File: src/rtl/fetch_unit.sv
// Instruction fetch stage: PC, combinational ROM addressing, and IF/ID register with valid/ready.
// Optional `IFETCH_MISALIGN_CHECK_EN adds fault_o for misaligned redirect targets.
module fetch_unit #(
  parameter int unsigned     XLEN       = 32,
  parameter logic [XLEN-1:0] RESET_PC   = '0,
  parameter int unsigned     IMEM_WORDS = 32
) (
  input  logic            clk_i,
  input  logic            rst_i,
  output logic [XLEN-1:0] imem_addr_o,
  input  logic [XLEN-1:0] imem_inst_i,
  input  logic            redirect_i,
  input  logic [XLEN-1:0] redirect_pc_i,
  output logic [XLEN-1:0] inst_o,
  output logic [XLEN-1:0] pc_o,
  output logic            valid_o,
`ifdef IFETCH_MISALIGN_CHECK_EN
  output logic            fault_o,
`endif
  input  logic            ready_i
);

  localparam logic [XLEN-1:0] NOP = XLEN'(32'h0000_0013);

  logic [XLEN-1:0] r_pc;
  logic [XLEN-1:0] r_inst;
  logic [XLEN-1:0] r_pc_out;
  logic            r_valid;

  logic [XLEN-1:0] w_word_idx;
  logic [XLEN-1:0] w_fetch_word;
  logic [XLEN-1:0] w_target;
  logic            w_advance;
  logic            w_misalign;
  logic            w_can_fetch;

  assign w_word_idx   = {2'b00, r_pc[XLEN-1:2]};
  assign imem_addr_o  = w_word_idx;
  // Out-of-range indices never forward ROM data, so X cannot reach decode.
  assign w_fetch_word = (w_word_idx < XLEN'(IMEM_WORDS)) ? imem_inst_i : NOP;
  assign w_target     = {redirect_pc_i[XLEN-1:2], 2'b00};
  assign w_advance    = !r_valid || ready_i;

`ifdef IFETCH_MISALIGN_CHECK_EN
  logic r_fault;

  assign w_misalign  = |redirect_pc_i[1:0];
  assign w_can_fetch = !r_fault;
  assign fault_o     = r_fault;

  always_ff @(posedge clk_i) begin
    if (rst_i) begin
      r_fault <= 1'b0;
    end else if (redirect_i && w_misalign) begin
      r_fault <= 1'b1;
    end
  end
`else
  logic w_unused_lsbs;

  assign w_misalign    = 1'b0;
  assign w_can_fetch   = 1'b1;
  assign w_unused_lsbs = ^redirect_pc_i[1:0];
`endif

  // Redirect outranks both stall and handshake: the held word is dropped.
  always_ff @(posedge clk_i) begin
    if (rst_i) begin
      r_pc     <= RESET_PC;
      r_valid  <= 1'b0;
      r_inst   <= NOP;
      r_pc_out <= '0;
    end else if (redirect_i) begin
      r_valid <= 1'b0;
      if (!w_misalign) begin
        r_pc <= w_target;
      end
    end else if (w_can_fetch && w_advance) begin
      r_inst   <= w_fetch_word;
      r_pc_out <= r_pc;
      r_valid  <= 1'b1;
      r_pc     <= r_pc + XLEN'(4);
    end
  end

  assign inst_o  = r_inst;
  assign pc_o    = r_pc_out;
  assign valid_o = r_valid;

endmodule
File: config.mk
export PLATFORM = sky130hd
export DESIGN_NAME = fetch_unit
export DESIGN_NICKNAME = d
export VERILOG_FILES = /design/src/rtl/fetch_unit.sv
export SDC_FILE = /design/constraint.sdc
export NUM_CORES = 1
export LEC_CHECK = 0
export CAP_MARGIN = 20
export CELL_PAD_IN_SITES_DETAIL_PLACEMENT = 0
export CELL_PAD_IN_SITES_GLOBAL_PLACEMENT = 1
export CORE_UTILIZATION = 31
export CTS_CLUSTER_SIZE = 16
export DETAILED_ROUTE_END_ITERATION = 8
export PLACE_DENSITY_LB_ADDON = 0.1
export RECOVER_POWER = 25
export SLEW_MARGIN = 20
export SYNTH_ARGS = -nofsm -noshare
export SYNTH_HDL_FRONTEND = slang
export SYNTH_SLANG_ARGS = --single-unit
File: constraint.sdc
create_clock -name clk_i -period 2.1 [get_ports clk_i]
set_clock_uncertainty 0.05 [all_clocks]
set_input_delay 0.42 -clock clk_i [delete_from_list [all_inputs] [get_ports clk_i]]
set_output_delay 0.42 -clock clk_i [all_outputs]
set_load 0.01 [all_outputs]
==> metrics.log <==
[metrics] result of the run: completed
[metrics] share of final-layout standard cells stronger than drive strength 1: 0.1042
[metrics] setup repair bufs after CTS: 0
[metrics] startpoint of the worst hold path: rst_i
[metrics] synthesis warning total: 0
[metrics] Internal: 3.034 mW
[metrics] classification of the worst-slack hold path: in2reg
[metrics] CP endpoint kind: output pin
[metrics] post-synthesis register bit count: 93
[metrics] register-to-register setup slack: 0.21 ns
[metrics] Root Buffer: sky130_fd_sc_hd__clkbuf_16
[metrics] r2r worst-path depth: 5
[metrics] violation count after the first detailed-routing iteration: 315
[metrics] proportion of total power due to net switching: 0.2618
[metrics] cts-stage hold buffer count: 0
[metrics] worst hold endpoint: r_pc[23]
[metrics] crit-path cells: clkdlybuf4s50_1
[metrics] post-CTS clock slew at the launch and capture registers of the worst setup and hold paths: 0.07 ns
[metrics] power density relative to cell area: 619.5 nW/um2
[metrics] Routability Congestion: 0.8451
[metrics] aggregate global-route resource usage: 0.2019
[metrics] Setup-failing EPs final: 0
[metrics] routed wire length per instance: 15.81 um
[metrics] CTS HTree Levels: 3
[metrics] number of max-slew violations in the final report: 0
[metrics] share of synthesized registers carrying an async set or reset: 0
[metrics] Max stage delay cell, worst path: sky130_fd_sc_hd__clkdlybuf4s50_1
[metrics] number of synthesized flops with an enable pin: 0
[metrics] Synth area leader: sky130_fd_sc_hd__dfxtp_1
[metrics] Syn-to-layout area delta: 52.17%
[metrics] leakage power summed over all cells: 2.427 nW
[metrics] synthesized area per cell: 7.957 um2
[metrics] MaxCap Viol Count: 0
[metrics] overflow left after global routing: 0
[metrics] clock sink total: 93
[metrics] number of instances in the synthesized netlist: 548
[metrics] source-to-sink clock delay at the later pin of the worst-skew pair: 0.35 ns
[metrics] buffers from clock root to sink, at most: 2
[metrics] clock tree from TritonCTS: done
[metrics] Setup crit start: r_pc[24]
[metrics] dpl cells: 881
[metrics] post-route non-filler standard cell count: 896
[metrics] category of the worst setup path launch point: register
[metrics] first-pass GRT wire length: 22.92 mm
[metrics] buffer and inverter count on the worst path: 1
[metrics] total clock buffers created by CTS: 9
[metrics] antenna violations before repair: 0
[metrics] switching power total: 1.076 mW
[metrics] average vias per placed instance: 5.099
[metrics] Reg2Reg Capture Point: r_pc[23]
[metrics] Antenna Nets Post-Route: 0
[metrics] unrepaired setup endpoints after global routing: no
[metrics] initial standard-cell utilization of the core: 0.3229
[metrics] sequential cell fraction of total power: 0.463
[metrics] Die ar.: 14540 um2
[metrics] Die X: 120.6 um
[metrics] worst reg2reg startpoint: r_pc[8]
[metrics] PortBufs: 158
[metrics] time the final worst path needs with I/O delays and setup: 1.985 ns
[metrics] post-synthesis sequential area ratio: 0.4270
[metrics] DR vias: 4569
[metrics] Max Fclk: 0.5038 GHz
[metrics] Synth top area share: 0.4270
[metrics] Worst Setup Slack post-DPL: -0.1833 ns
[metrics] final critical-path share of the clock period: 0.9452
[metrics] CTS resizes: 0
[metrics] leading register cell type out of synthesis: sky130_fd_sc_hd__dfxtp_1
[metrics] router iterations before antenna repair: 4
[metrics] number of global-route vias before repair: 4419
[metrics] required time at the endpoint of the critical path: 1.63 ns
[metrics] Crit path arrival time: 1.51 ns
[metrics] number of cells traversed by the worst hold path: 2
[metrics] Clk network pwr share: 0.366
[metrics] final wirelength: 14.16 mm
[metrics] delay of the slowest cell on the worst path: 0.61 ns
[metrics] FP Rows: 42
[metrics] NumNets Final: 785
[metrics] category of the critical setup timing path: reg2out
[metrics] unique cell type count in the Yosys netlist: 59
[metrics] detailed placer's ending HPWL: 9.965 mm
[metrics] Worst Slack Setup Final: 0.1152 ns
[metrics] number of cells on the critical path: 1
[metrics] Comb pwr share: 0.170
[metrics] biggest area contributors in the synthesized netlist: sky130_fd_sc_hd__dfxtp_1 43%, sky130_fd_sc_hd__nand2_1 9.8%, sky130_fd_sc_hd__a21oi_1 7.7%, sky130_fd_sc_hd__nand4_1 5.2%, sky130_fd_sc_hd__clkbuf_1 2.7%
[metrics] worst IR drop on VDD: 0.3568 mV
[metrics] DRC Markers: 0
[metrics] number of antenna cells inserted: 0
[metrics] area of the core: 13510 um2
[metrics] Hold Fails Final Rpt: 0
[metrics] cell family with most CP delay: buffers and inverters
[metrics] die boundary height: 120.6 um
[metrics] largest driver fanout on the critical path: 9
[metrics] maximum number of pins on one net before global-route repair: 58
[metrics] I/O pins: 165
[metrics] cell area after synthesis: 4360 um2
-- flip-flops by register name, indices dropped and copies added, names as in the netlist --
register and cells:
inst_o 32, valid_o 1, r_pc 30, pc_o 30
-- cell usage after synthesis, types with 3 or more instances --
library cell	number
sky130_fd_sc_hd__buf_6	5
sky130_fd_sc_hd__nor2_1	28
sky130_fd_sc_hd__a311oi_1	5
sky130_fd_sc_hd__nor3b_1	5
sky130_fd_sc_hd__nor3_1	9
sky130_fd_sc_hd__o31a_1	4
sky130_fd_sc_hd__buf_2	6
sky130_fd_sc_hd__nand2_1	114
sky130_fd_sc_hd__o21bai_1	5
sky130_fd_sc_hd__clkbuf_1	31
sky130_fd_sc_hd__xnor2_1	4
sky130_fd_sc_hd__nor4_1	14
sky130_fd_sc_hd__buf_1	5
sky130_fd_sc_hd__buf_4	5
sky130_fd_sc_hd__and4b_1	3
sky130_fd_sc_hd__nor4b_1	3
sky130_fd_sc_hd__dfxtp_1	93
sky130_fd_sc_hd__nand3_1	16
sky130_fd_sc_hd__or3_1	6
sky130_fd_sc_hd__inv_1	9
sky130_fd_sc_hd__o21ai_0	9
sky130_fd_sc_hd__nor2b_1	4
sky130_fd_sc_hd__a2111oi_0	3
sky130_fd_sc_hd__and3_1	4
sky130_fd_sc_hd__a21oi_1	67
sky130_fd_sc_hd__a2111oi_2	3
sky130_fd_sc_hd__and4_1	7
sky130_fd_sc_hd__nand4_1	36
sky130_fd_sc_hd__a211oi_1	8
-- power groups by stage --
stage	Sequential [mW]	Clock, mW	Combinational (mW)
after floorplan	1.97	0	0.267
after global placement	1.94	0	0.706
after detailed placement	1.94	0	0.711
after CTS	1.90	1.57	0.715
after global routing	1.91	1.64	0.763
final	1.90	1.51	0.701
-- worst max path at each step --
stage,endpoint
2_1_floorplan,r_pc[23]
3_3_place_gp,r_pc[23]
3_5_place_dp,r_pc[23]
4_1_cts,imem_addr_o[21]
5_1_grt,r_pc[13]
6_report,imem_addr_o[22]
-- metrics by stage --
stage	hold slack, ns	util	area [um2]	setup TNS, ns	power [mW]
after floorplan	0.4261	-	4372	0	2.238
after global placement	0.3873	0.4725	6381	-2.096	2.647
after detailed placement	0.3928	0.4725	6381	-2.961	2.654
after CTS	0.3143	0.4918	6643	0	4.186
after global routing	0.3281	0.4913	6635	0	4.314
final	0.3311	0.4913	6635	0	4.110
-- kinds of logic (layout without fill, tap and decap cells) --
logic type,Yosys count,count (layout),share of synthesized area
XOR/XNOR,6,6,0.01205
AO/OA/AOI/OAI,117,117,0.1693
buffers and inverters,63,232,0.07001
adder cells (fa/ha/maj),1,1,0.002869
other,1,4,0.0008600
flip-flops,93,93,0.4270
AND/OR/NAND/NOR,267,267,0.3179
-- cells in the final DEF (no fill, tap or decap), drive strengths merged, types with 7 or more instances in the layout --
master         instances
inv                    9
clkdlybuf4s50        119
dfxtp                 93
or3                    7
o21ai                  9
buf                   48
a21oi                 67
a211oi                 8
nand3                 17
nor4                  16
nand2                114
nor2                  28
nand4                 38
a2111oi                8
nor3                   9
clkbuf                16
and4                   9
dlygate4sd3           38
-- area by class of cell --
class	count	area (um2)
Clock inverter	1	7.507
Multi-Input combinational cell	395	2215
Fill cell	1296	6870
Inverter	10	37.54
Sequential cell	93	1862
Timing Repair Buffer	207	2039
Clock buffer	14	254.0
Tap cell	176	220.2
-- metal layers --
layer / routed length (um) / vias to the layer above / GRT usage
met5: 0 / - / 0
met4: 173 / 0 / 0.06867
met3: 731 / 8 / 0.04670
met2: 6514 / 133 / 0.3312
met1: 6744 / 2130 / 0.2594
li1: - / 2298 / -
Power figures use the tool's default switching activity.
